`config.mk`:
```
export PLATFORM = sky130hd
export DESIGN_NAME = idex_operand_stage_flat
export DESIGN_NICKNAME = d
export VERILOG_FILES = /design/src/rtl/idex_operand_stage_pkg.sv /design/src/rtl/idex_operand_stage_if.sv /design/src/rtl/idex_operand_stage_forward_unit.sv /design/src/rtl/idex_operand_stage.sv /design/src/flat_wrapper.sv
export SDC_FILE = /design/constraint.sdc
export NUM_CORES = 1
export LEC_CHECK = 0
export ABC_AREA = 1
export CAP_MARGIN = 20
export CORE_MARGIN = 2
export CORE_UTILIZATION = 40
export DETAILED_ROUTE_END_ITERATION = 8
export PLACE_DENSITY = 0.8
export SKIP_CTS_REPAIR_TIMING = 1
export SYNTH_ARGS = -nofsm -noshare
export SYNTH_HDL_FRONTEND = slang
export SYNTH_SLANG_ARGS = --single-unit
```
`constraint.sdc`:
```
create_clock -name CLK -period 1.5 [get_ports CLK]
set_input_delay 0.15 -clock CLK [delete_from_list [all_inputs] [get_ports CLK]]
set_output_delay 0.15 -clock CLK [all_outputs]
set_load 0.05 [all_outputs]
```
`src/rtl/idex_operand_stage_pkg.sv`:
```
// ---------------------------------------------------------------------------
// idex_operand_stage_pkg
// Shared types for the ID/EX operand stage: datapath word and register-index
// widths, ALU opcode encoding, forwarding-source select and the bubble opcode.
// No ports (package).
// ---------------------------------------------------------------------------
package idex_operand_stage_pkg;

  localparam int WORD_W  = 32;
  localparam int REG_W   = 5;
  localparam int SHAMT_W = 5;

  typedef logic [WORD_W-1:0]  word_t;
  typedef logic [REG_W-1:0]   regbits_t;
  typedef logic [SHAMT_W-1:0] shamt_t;

  typedef enum logic [3:0] {
    ALU_SLL  = 4'd0,
    ALU_SRL  = 4'd1,
    ALU_ADD  = 4'd2,
    ALU_SUB  = 4'd3,
    ALU_AND  = 4'd4,
    ALU_OR   = 4'd5,
    ALU_XOR  = 4'd6,
    ALU_NOR  = 4'd7,
    ALU_SLT  = 4'd8,
    ALU_SLTU = 4'd9
  } aluop_t;

  typedef enum logic [1:0] {
    FWD_REG   = 2'd0,
    FWD_EXMEM = 2'd1,
    FWD_MEMWB = 2'd2
  } fwd_sel_t;

  // A bubble carries opcode encoding 0.
  localparam aluop_t BUBBLE_ALUOP = ALU_SLL;

  // A later stage can supply a source operand only if it writes a
  // non-zero register that matches the source index ($zero is hard-wired).
  function automatic logic fwd_hit(input logic     regwrite,
                                   input regbits_t rd,
                                   input regbits_t src);
    return regwrite && (rd != '0) && (rd == src);
  endfunction

endpackage

```
`src/rtl/idex_operand_stage_if.sv`:
```
// ---------------------------------------------------------------------------
// idex_operand_stage_if
// Bundle between decode / forwarding sources and the ID/EX operand stage.
//   en/flush      : pipeline control (flush beats en; en=0 holds)
//   id_*          : decoded instruction presented for capture
//   exmem_*/memwb_*: forwarding sources, consumed combinationally
//   ex_*          : registered EX-side outputs and ALU operands
//   load_use      : combinational stall request for the hazard unit
// Handshake: there is no valid/ready pair. A decoded instruction is accepted
// on every rising edge where en=1 and flush=0; the hazard unit throttles the
// stage by dropping en or raising flush. id_valid/ex_valid only mark whether
// the slot holds a real instruction.
// Modports: master = surrounding pipeline, slave = operand stage.
// ---------------------------------------------------------------------------
interface idex_operand_stage_if;
  import idex_operand_stage_pkg::*;

  logic     en;
  logic     flush;

  logic     id_valid;
  logic     id_regwrite;
  logic     id_memread;
  logic     id_alusrc;
  logic     id_shiftsel;
  aluop_t   id_aluop;
  word_t    id_rs_data;
  word_t    id_rt_data;
  word_t    id_imm;
  regbits_t id_rs;
  regbits_t id_rt;
  regbits_t id_rd;
  shamt_t   id_shamt;

  logic     exmem_regwrite;
  regbits_t exmem_rd;
  word_t    exmem_data;
  logic     memwb_regwrite;
  regbits_t memwb_rd;
  word_t    memwb_data;

  logic     ex_valid;
  logic     ex_regwrite;
  logic     ex_memread;
  regbits_t ex_rd;
  aluop_t   ex_aluop;
  word_t    ex_portA;
  word_t    ex_portB;
  word_t    ex_store_data;
  logic     load_use;

  modport master (
    output en, flush,
    output id_valid, id_regwrite, id_memread, id_alusrc, id_shiftsel, id_aluop,
    output id_rs_data, id_rt_data, id_imm, id_rs, id_rt, id_rd, id_shamt,
    output exmem_regwrite, exmem_rd, exmem_data,
    output memwb_regwrite, memwb_rd, memwb_data,
    input  ex_valid, ex_regwrite, ex_memread, ex_rd, ex_aluop,
    input  ex_portA, ex_portB, ex_store_data, load_use
  );

  modport slave (
    input  en, flush,
    input  id_valid, id_regwrite, id_memread, id_alusrc, id_shiftsel, id_aluop,
    input  id_rs_data, id_rt_data, id_imm, id_rs, id_rt, id_rd, id_shamt,
    input  exmem_regwrite, exmem_rd, exmem_data,
    input  memwb_regwrite, memwb_rd, memwb_data,
    output ex_valid, ex_regwrite, ex_memread, ex_rd, ex_aluop,
    output ex_portA, ex_portB, ex_store_data, load_use
  );
endinterface

```
`src/rtl/idex_operand_stage_forward_unit.sv`:
```
// ---------------------------------------------------------------------------
// idex_operand_stage_forward_unit
// Purely combinational forwarding-source select for one source operand.
//   i_reg                       : source register index held in ID/EX
//   i_exmem_regwrite/i_exmem_rd : EX/MEM writer
//   i_memwb_regwrite/i_memwb_rd : MEM/WB writer
//   o_sel                       : FWD_EXMEM / FWD_MEMWB / FWD_REG
// EX/MEM is the younger result, so it wins when both stages match.
// FWD_EN=0 pins the select to the captured register value.
// ---------------------------------------------------------------------------
module idex_operand_stage_forward_unit
  import idex_operand_stage_pkg::*;
#(
  parameter bit FWD_EN = 1'b1
) (
  input  regbits_t i_reg,
  input  logic     i_exmem_regwrite,
  input  regbits_t i_exmem_rd,
  input  logic     i_memwb_regwrite,
  input  regbits_t i_memwb_rd,
  output fwd_sel_t o_sel
);

  always_comb begin
    o_sel = FWD_REG;
    if (FWD_EN) begin
      if (fwd_hit(i_exmem_regwrite, i_exmem_rd, i_reg)) begin
        o_sel = FWD_EXMEM;
      end else if (fwd_hit(i_memwb_regwrite, i_memwb_rd, i_reg)) begin
        o_sel = FWD_MEMWB;
      end
    end
  end

endmodule

```
`src/rtl/idex_operand_stage.sv`:
```
// ---------------------------------------------------------------------------
// idex_operand_stage
// ID/EX pipeline register plus ALU operand delivery.
//   CLK   : rising-edge clock
//   nRST  : asynchronous active-low reset (loads a bubble)
//   bus   : idex_operand_stage_if.slave (controls, id_*, forwarding
//           sources in; ex_*, ALU ports, load_use out)
// Edge priority: reset > flush > en > hold. ALU operands are formed
// combinationally from the registered instruction and the live forwarding
// inputs, so they keep tracking EX/MEM and MEM/WB while the stage holds.
// ---------------------------------------------------------------------------
module idex_operand_stage
  import idex_operand_stage_pkg::*;
#(
  parameter bit FWD_EN = 1'b1
) (
  input logic              CLK,
  input logic              nRST,
  idex_operand_stage_if.slave bus
);

  logic     r_valid;
  logic     r_regwrite;
  logic     r_memread;
  logic     r_alusrc;
  logic     r_shiftsel;
  aluop_t   r_aluop;
  word_t    r_rs_data;
  word_t    r_rt_data;
  word_t    r_imm;
  regbits_t r_rs;
  regbits_t r_rt;
  regbits_t r_rd;
  shamt_t   r_shamt;

  fwd_sel_t w_sel_a;
  fwd_sel_t w_sel_b;
  word_t    w_fa;
  word_t    w_fb;

  // Pipeline register. A flush always loads a full bubble (data included)
  // so nothing stale can leak into the ALU ports.
  always_ff @(posedge CLK or negedge nRST) begin
    if (!nRST) begin
      r_valid    <= 1'b0;
      r_regwrite <= 1'b0;
      r_memread  <= 1'b0;
      r_alusrc   <= 1'b0;
      r_shiftsel <= 1'b0;
      r_aluop    <= BUBBLE_ALUOP;
      r_rs_data  <= '0;
      r_rt_data  <= '0;
      r_imm      <= '0;
      r_rs       <= '0;
      r_rt       <= '0;
      r_rd       <= '0;
      r_shamt    <= '0;
    end else if (bus.flush) begin
      r_valid    <= 1'b0;
      r_regwrite <= 1'b0;
      r_memread  <= 1'b0;
      r_alusrc   <= 1'b0;
      r_shiftsel <= 1'b0;
      r_aluop    <= BUBBLE_ALUOP;
      r_rs_data  <= '0;
      r_rt_data  <= '0;
      r_imm      <= '0;
      r_rs       <= '0;
      r_rt       <= '0;
      r_rd       <= '0;
      r_shamt    <= '0;
    end else if (bus.en) begin
      r_valid    <= bus.id_valid;
      r_regwrite <= bus.id_regwrite;
      r_memread  <= bus.id_memread;
      r_alusrc   <= bus.id_alusrc;
      r_shiftsel <= bus.id_shiftsel;
      r_aluop    <= bus.id_aluop;
      r_rs_data  <= bus.id_rs_data;
      r_rt_data  <= bus.id_rt_data;
      r_imm      <= bus.id_imm;
      r_rs       <= bus.id_rs;
      r_rt       <= bus.id_rt;
      r_rd       <= bus.id_rd;
      r_shamt    <= bus.id_shamt;
    end
  end

  idex_operand_stage_forward_unit #(.FWD_EN(FWD_EN)) u_fwd_rs (
    .i_reg            (r_rs),
    .i_exmem_regwrite (bus.exmem_regwrite),
    .i_exmem_rd       (bus.exmem_rd),
    .i_memwb_regwrite (bus.memwb_regwrite),
    .i_memwb_rd       (bus.memwb_rd),
    .o_sel            (w_sel_a)
  );

  idex_operand_stage_forward_unit #(.FWD_EN(FWD_EN)) u_fwd_rt (
    .i_reg            (r_rt),
    .i_exmem_regwrite (bus.exmem_regwrite),
    .i_exmem_rd       (bus.exmem_rd),
    .i_memwb_regwrite (bus.memwb_regwrite),
    .i_memwb_rd       (bus.memwb_rd),
    .o_sel            (w_sel_b)
  );

  always_comb begin
    w_fa = r_rs_data;
    case (w_sel_a)
      FWD_EXMEM: w_fa = bus.exmem_data;
      FWD_MEMWB: w_fa = bus.memwb_data;
      default:   w_fa = r_rs_data;
    endcase
  end

  always_comb begin
    w_fb = r_rt_data;
    case (w_sel_b)
      FWD_EXMEM: w_fb = bus.exmem_data;
      FWD_MEMWB: w_fb = bus.memwb_data;
      default:   w_fb = r_rt_data;
    endcase
  end

  assign bus.ex_valid      = r_valid;
  assign bus.ex_regwrite   = r_regwrite;
  assign bus.ex_memread    = r_memread;
  assign bus.ex_rd         = r_rd;
  assign bus.ex_aluop      = r_aluop;
  assign bus.ex_portA      = r_shiftsel ? {{(WORD_W-SHAMT_W){1'b0}}, r_shamt} : w_fa;
  assign bus.ex_portB      = r_alusrc ? r_imm : w_fb;
  // Stores always need the register value, even when portB carries the offset.
  assign bus.ex_store_data = w_fb;

  // A load in EX whose destination is read by the instruction in ID cannot
  // be forwarded in time; request one stall cycle.
  assign bus.load_use = r_valid && r_memread && (r_rd != '0) && bus.id_valid &&
                        ((r_rd == bus.id_rs) || (r_rd == bus.id_rt));

endmodule
```
`src/flat_wrapper.sv`:
```
// flat-port wrapper written by rule: the top's interface ports become plain ports
module idex_operand_stage_flat import idex_operand_stage_pkg::*;
#(
  parameter bit FWD_EN = 1'b1
)
  (CLK, nRST, bus_en, bus_flush, bus_id_valid, bus_id_regwrite, bus_id_memread, bus_id_alusrc, bus_id_shiftsel, bus_id_aluop, bus_id_rs_data, bus_id_rt_data, bus_id_imm, bus_id_rs, bus_id_rt, bus_id_rd, bus_id_shamt, bus_exmem_regwrite, bus_exmem_rd, bus_exmem_data, bus_memwb_regwrite, bus_memwb_rd, bus_memwb_data, bus_ex_valid, bus_ex_regwrite, bus_ex_memread, bus_ex_rd, bus_ex_aluop, bus_ex_portA, bus_ex_portB, bus_ex_store_data, bus_load_use);
  idex_operand_stage_if bus_i ();
  input logic CLK;
  input logic nRST;
  input wire logic [$bits(bus_i.en)-1:0] bus_en;
  input wire logic [$bits(bus_i.flush)-1:0] bus_flush;
  input wire logic [$bits(bus_i.id_valid)-1:0] bus_id_valid;
  input wire logic [$bits(bus_i.id_regwrite)-1:0] bus_id_regwrite;
  input wire logic [$bits(bus_i.id_memread)-1:0] bus_id_memread;
  input wire logic [$bits(bus_i.id_alusrc)-1:0] bus_id_alusrc;
  input wire logic [$bits(bus_i.id_shiftsel)-1:0] bus_id_shiftsel;
  input wire logic [$bits(bus_i.id_aluop)-1:0] bus_id_aluop;
  input wire logic [$bits(bus_i.id_rs_data)-1:0] bus_id_rs_data;
  input wire logic [$bits(bus_i.id_rt_data)-1:0] bus_id_rt_data;
  input wire logic [$bits(bus_i.id_imm)-1:0] bus_id_imm;
  input wire logic [$bits(bus_i.id_rs)-1:0] bus_id_rs;
  input wire logic [$bits(bus_i.id_rt)-1:0] bus_id_rt;
  input wire logic [$bits(bus_i.id_rd)-1:0] bus_id_rd;
  input wire logic [$bits(bus_i.id_shamt)-1:0] bus_id_shamt;
  input wire logic [$bits(bus_i.exmem_regwrite)-1:0] bus_exmem_regwrite;
  input wire logic [$bits(bus_i.exmem_rd)-1:0] bus_exmem_rd;
  input wire logic [$bits(bus_i.exmem_data)-1:0] bus_exmem_data;
  input wire logic [$bits(bus_i.memwb_regwrite)-1:0] bus_memwb_regwrite;
  input wire logic [$bits(bus_i.memwb_rd)-1:0] bus_memwb_rd;
  input wire logic [$bits(bus_i.memwb_data)-1:0] bus_memwb_data;
  output wire logic [$bits(bus_i.ex_valid)-1:0] bus_ex_valid;
  output wire logic [$bits(bus_i.ex_regwrite)-1:0] bus_ex_regwrite;
  output wire logic [$bits(bus_i.ex_memread)-1:0] bus_ex_memread;
  output wire logic [$bits(bus_i.ex_rd)-1:0] bus_ex_rd;
  output wire logic [$bits(bus_i.ex_aluop)-1:0] bus_ex_aluop;
  output wire logic [$bits(bus_i.ex_portA)-1:0] bus_ex_portA;
  output wire logic [$bits(bus_i.ex_portB)-1:0] bus_ex_portB;
  output wire logic [$bits(bus_i.ex_store_data)-1:0] bus_ex_store_data;
  output wire logic [$bits(bus_i.load_use)-1:0] bus_load_use;
  assign bus_i.en = bus_en;
  assign bus_i.flush = bus_flush;
  assign bus_i.id_valid = bus_id_valid;
  assign bus_i.id_regwrite = bus_id_regwrite;
  assign bus_i.id_memread = bus_id_memread;
  assign bus_i.id_alusrc = bus_id_alusrc;
  assign bus_i.id_shiftsel = bus_id_shiftsel;
  assign bus_i.id_aluop = bus_id_aluop;
  assign bus_i.id_rs_data = bus_id_rs_data;
  assign bus_i.id_rt_data = bus_id_rt_data;
  assign bus_i.id_imm = bus_id_imm;
  assign bus_i.id_rs = bus_id_rs;
  assign bus_i.id_rt = bus_id_rt;
  assign bus_i.id_rd = bus_id_rd;
  assign bus_i.id_shamt = bus_id_shamt;
  assign bus_i.exmem_regwrite = bus_exmem_regwrite;
  assign bus_i.exmem_rd = bus_exmem_rd;
  assign bus_i.exmem_data = bus_exmem_data;
  assign bus_i.memwb_regwrite = bus_memwb_regwrite;
  assign bus_i.memwb_rd = bus_memwb_rd;
  assign bus_i.memwb_data = bus_memwb_data;
  assign bus_ex_valid = bus_i.ex_valid;
  assign bus_ex_regwrite = bus_i.ex_regwrite;
  assign bus_ex_memread = bus_i.ex_memread;
  assign bus_ex_rd = bus_i.ex_rd;
  assign bus_ex_aluop = bus_i.ex_aluop;
  assign bus_ex_portA = bus_i.ex_portA;
  assign bus_ex_portB = bus_i.ex_portB;
  assign bus_ex_store_data = bus_i.ex_store_data;
  assign bus_load_use = bus_i.load_use;
  idex_operand_stage #(.FWD_EN(FWD_EN)) u_core (.CLK(CLK), .nRST(nRST), .bus(bus_i));
endmodule
```
Word level (Yosys, flattened, before mapping):

Cells that the tools add are included.

* equal/unequal tests: 10
* mux-type cells: 34
* reductions and logical operators: 15

Operators with widths (number)
* $mux W32: 8
* $pmux W32 S2: 2
* $mux W5: 8
* $eq A5 B5 Y1: 6
* $reduce_bool A5 Y1: 3
* $logic_and A1 B1 Y1: 10
* $mux W1: 10
* $mux W2: 4
* $mux W4: 2
* $eq A2 B1 Y1 const B: 2
* $eq A2 B2 Y1 const B: 2
* $reduce_bool A2 Y1: 1
* $logic_or A1 B1 Y1: 1

* bits in registers: 125
* input port bits: 205
* output and inout bits: 109
* logic and storage cells: 72

Longest topological paths before layout:

Gate-level depths: netlist of run 1.

* depth in word-level cells: 8
* depth in mapped cells: 12
* depth with buffers taken out: 11

By module:

A second synthesis of run 1 with hierarchy kept.

* cell total of the unflattened synthesis: 989
* area total of the unflattened synthesis: 7484.7 µm²

Modules (own cells, without submodules)
* idex_operand_stage: instances 1, cells each 889, area each 7056.8 µm², seq. area each 3128.0 µm²
* idex_operand_stage_forward_unit: instances 2, cells each 50, area each 214.0 µm², seq. area each 0.0 µm²

Least setup slack after synthesis of run 1:

OpenSTA, ideal clock, no wires.

* path type: flip-flop to output port
* start point: register u_core.r_rt[0]
* end point: output port bus_ex_portB[0]
* data arrival time: 2.045 ns
* required time: 1.350 ns
* path slack: -0.695 ns
* cell stages (with the launch flop): 10
* path buffers: 1
* cell sequence: dfrtp_1 -> xnor2_1 -> nand2_1 -> nor2_4 -> nand3_4 -> buf_2 -> nand3_1 -> nand3_1 -> nand2_1 -> nand2_1

* cells in the longest elaborated chain, start to end: 7
* elaborated cells on any way between the ends: 10
* classes of those cells: eq/ne: 4; mux: 4; reduce/logical: 2

RTL lines
* start: declaration: line idex_operand_stage.sv:32 `regbits_t r_rt;`
* start signal: assignment: line idex_operand_stage.sv:83 `r_rt <= bus.id_rt;`
* $eq A5 B5 Y1: line idex_operand_stage_pkg.sv:44 `return regwrite && (rd != '0) && (rd == src);`
* $logic_and A1 B1 Y1: line idex_operand_stage_pkg.sv:44
* $mux W2: line idex_operand_stage_forward_unit.sv:29 `end else if (fwd_hit(i_memwb_regwrite, i_memwb_rd, i_reg)) begin`
* $mux W2 (*): line idex_operand_stage_forward_unit.sv:27 `if (fwd_hit(i_exmem_regwrite, i_exmem_rd, i_reg)) begin`
* $eq A2 B2 Y1 or $eq A2 B1 Y1 (tied branches): line idex_operand_stage.sv:118 `case (w_sel_b)`
* $pmux W32 S2 (*): line idex_operand_stage.sv:118
* net bus_ex_store_data[0]: line flat_wrapper.sv:38 `output wire logic [$bits(bus_i.ex_store_data)-1:0] bus_ex_store_data;`
* $mux W32 (*): line idex_operand_stage.sv:131 `assign bus.ex_portB = r_alusrc ? r_imm : w_fb;`
* end: declaration: line flat_wrapper.sv:37 `output wire logic [$bits(bus_i.ex_portB)-1:0] bus_ex_portB;`

The timed path passes the listed nets; every way through them passes the cells marked *.

Final worst setup path of run 1:

* start point: register u_core.r_rt[0]
* end point: output port bus_ex_portB[24]

* cells in the longest elaborated chain, start to end: 7
* elaborated cells on any way between the ends: 10
* classes of those cells: eq/ne: 4; mux: 4; reduce/logical: 2

RTL lines (line)
* $eq A5 B5 Y1: idex_operand_stage_pkg.sv:44
* $logic_and A1 B1 Y1: idex_operand_stage_pkg.sv:44
* $mux W2: idex_operand_stage_forward_unit.sv:29
* $mux W2 (*): idex_operand_stage_forward_unit.sv:27
* $eq A2 B2 Y1 or $eq A2 B1 Y1 (tied branches): idex_operand_stage.sv:118
* $pmux W32 S2 (*): idex_operand_stage.sv:118
* $mux W32 (*): idex_operand_stage.sv:131

Every way passes the cells marked *; elsewhere a longest branch is shown, timed or not.

==> impl_metrics.tcl, run 1 <==
set metrics [dict create \
    status "complete, but fails checks" \
    violations "negative setup slack" \
    crit_arrival_ps 2310 \
    avgSynthCellArea_um2 6.98 \
    drtIter0Drc 873 \
    grt_max_degree 67 \
    synth_fa_ha_area_share_pct 0 \
    fmax_ghz 0.407 \
    cts-root-buf "clkbuf_16" \
    relSlewSlack_pct 74.9 \
    worstPathRequired_ps 1350 \
    cp_cell_sequence "xnor2_1, nand2_2, nor2_4, buf_4, nand3_4, buf_12, nand3_1, nand3_4, nand2_2, nand2_4, buf_6" \
    synth-compound-area-share_pct 8.86 \
    synth-simple-area-share_pct 35.2 \
    synthTopCellsByArea "dfrtp_1 40%, nand3_1 21%, nand2_1 9.6%" \
    synth_top_area_share_pct 40.1 \
    fp-row-count 51 \
    numCtsBuffers 17 \
    worstSetupEndpointType "output port" \
    antenna_found_initial 1 \
    vias_per_cell 5.52 \
    h-tree-depth 4 \
    routed_wl_um 35600 \
    synthMuxAreaShare_pct 0 \
    finalNetCount 1676 \
    setup_ws_ps -957 \
    clk_pin_slew_ps 60 \
    synth_top_area_cell "dfrtp_1" \
    cts_buffer_depth 2 \
    grt_pass1_wl_um 49400 \
    ff_latch_area_mm2 0.00314 \
    slew_viol_final 0 \
    overflow 0 \
    wl_met3_um 3050 \
    core-area_mm2 0.0193 \
    io_buffers 313 \
    fin_util_pct 76.5 \
    synth.distinct_cells 31 \
    critPathSlowestCell "dfrtp_1" \
    start_util_pct 40.4 \
    hold_class "in -> async" \
    dieHeight_um 144 \
    skew_ps 0 \
    antenna_left 0 \
    vdd_drop_max_mv 0.675 \
    power_uw 12100 \
    ys.warnings.count 0 \
    critPathMaxStageDelay_ps 400 \
    syn-instance-count 1117 \
    final_common_cell "clkdlybuf4s50_1" \
    crit_type "reg -> out" \
    dr.pass1.iters 6 \
    crit_path_start_kind "flop" \
    cap_viol_max_count 0 \
    tightest_slew_ps 376 \
    period_share_pct 164 \
    rsz0062_at_grt "true" \
    grt_pass1_vias 8771 \
    synth_top_family_by_area "simple AND/OR/NAND/NOR gates" \
    dr_wl_met2_um 16900 \
    top_layer_used "met4" \
    multi_input_area_mm2 0.00513 \
    synthToLayoutAreaGrowth_pct 89.1 \
    p_leak_uw 0.00658 \
    fill_cells 1387 \
    whs_ps 259 \
    drc 0 \
    num_io_pins 314 \
    ys_seq_elements 125 \
    place.gp.congestion 0.975 \
    final_hold_viol_count 0 \
    clock-sinks 125 \
    fp.dieArea_mm2 0.0206 \
    final.min_clock_period_ps 2460 \
    synthXorXnorAreaFrac_pct 1.80 \
    layout.cells.most_common_list "201 x clkdlybuf4s50_1, 184 x nand3_1, 131 x inv_1, 119 x dfrtp_1, 110 x nand2_1" \
    vias 9666 \
    pwr_density_cell_mw_per_mm2 819 \
    drive_gt1_share_pct 37.1 \
    ys_seq_area_share_pct 40.1 \
    synth_fp_nets 1322 \
    finalSetupViolations 97 \
    dpl.hpwl_um 24600 \
    cts_tree "built" \
    track_usage_pct 31.4 \
    routedWlPerCell_um 20.3 \
    met1Wirelength_um 14200 \
    die_w_um 144 \
    insertion_delay_ps 420 \
    netlist_area_mm2 0.00779 \
    worstPathMaxFanout 11 \
]
Yosys cell counts, drive strengths merged:
cell	instances
a21oi	2
nand2	202
o22ai	3
o2111a	1
nor2	14
inv	174
or2	1
xnor2	11
xor2	5
nor2b	1
buf	42
nand4	34
clkbuf	45
dfrtp	125
nor4b	1
a221oi	2
nor3	1
o21ai	124
o2111ai	1
nand3	328
cells by family after synthesis:
logic type / Yosys count
flops: 125
buf+inv: 261
compound gates: 133
xor+xnor: 16
simple gates: 582
state kept, by name, summed over array words and instances (netlist names):
name,cells
u_core.bus.ex_aluop,4
u_core.bus.ex_memread,1
u_core.bus.ex_rd,5
u_core.bus.ex_regwrite,1
u_core.bus.ex_valid,1
u_core.r_alusrc,1
u_core.r_imm,32
u_core.r_rs,5
u_core.r_rs_data,32
u_core.r_rt,5
u_core.r_rt_data,32
u_core.r_shamt,5
u_core.r_shiftsel,1
critical path: cells and delay by family, from the launching register on:
kind | cells | cell delay (ps)
xor+xnor | 1 | 200
simple gates | 7 | 800
buf+inv | 3 | 470
flops | 1 | 400
per-stage QoR:
| step | setup WS, ps | instance area, µm² | cells | setup TNS, ps |
|---|---|---|---|---|
| final | -957 | 14700 | 1751 | -81000 |
| after global routing | -1080 | 14700 | 1750 | -91230 |
| after CTS | -955 | 13300 | 1725 | -82330 |
| after detailed placement | -766 | 12700 | 1693 | -67110 |
| after global placement | -752 | 12700 | 1693 | -65320 |
| after floorplan | -286 | 8700 | 1117 | -17620 |
final timing paths:
kind	startpoint	endpoint	slack, ps	depth (start not counted)
max reg2reg	u_core.r_alusrc	u_core.r_alusrc	510	3
min in group CLK	bus_en	u_core.bus.ex_memread	280	4
min reg2reg	u_core.r_imm[20]	u_core.r_imm[20]	540	2
max	u_core.r_rt[0]	bus_ex_portB[24]	-960	11
min	nRST	u_core.r_shamt[0]	260	3
max in group asynchronous	nRST	u_core.r_rt_data[30]	900	3
cell type report:
cell class                 count  share of cell area [%]
multi-input combinational    732                    34.8
inverter                     174                    4.77
clock buffer                  17                    2.89
antenna                        2                  0.0340
clock inverter                15                    1.18
sequential                   125                    21.3
tap                          265                    2.25
timing repair buffer         421                    32.8
power breakdown:
part           internal (µW)  switching, µW  leakage, µW
logic                   1750           2310      0.00464
registers               3560            145      0.00165
clock network           2510           1790     0.000293
total                   7820           4240      0.00658
per-layer routing:
layer | vias up | global-route usage, %
li1 | 4391 | -
met1 | 4631 | 43.3
met2 | 549 | 48.7
met3 | 95 | 6.86
met4 | 0 | 10.9
met5 | - | 0
(Power assumes the default switching activity.)
==> run 2: changes to the inputs <==
--- a/config.mk
+++ b/config.mk
@@ -10,6 +10,7 @@
 export CORE_MARGIN = 2
 export CORE_UTILIZATION = 40
 export DETAILED_ROUTE_END_ITERATION = 8
+export HOLD_SLACK_MARGIN = 0.03
 export PLACE_DENSITY = 0.8
 export SKIP_CTS_REPAIR_TIMING = 1
 export SYNTH_ARGS = -nofsm -noshare
==> results of run 2 <==
Same layout as run 1: the final DEF is identical, and so are final timing and power.
==> run 3: changes to the inputs <==
--- a/config.mk
+++ b/config.mk
@@ -6,6 +6,7 @@
 export NUM_CORES = 1
 export LEC_CHECK = 0
 export ABC_AREA = 1
+export ABC_CLOCK_PERIOD_IN_PS = 1500
 export CAP_MARGIN = 20
 export CORE_MARGIN = 2
 export CORE_UTILIZATION = 40
==> results of run 3 <==
Same layout as run 1: the final DEF is identical, and so are final timing and power.
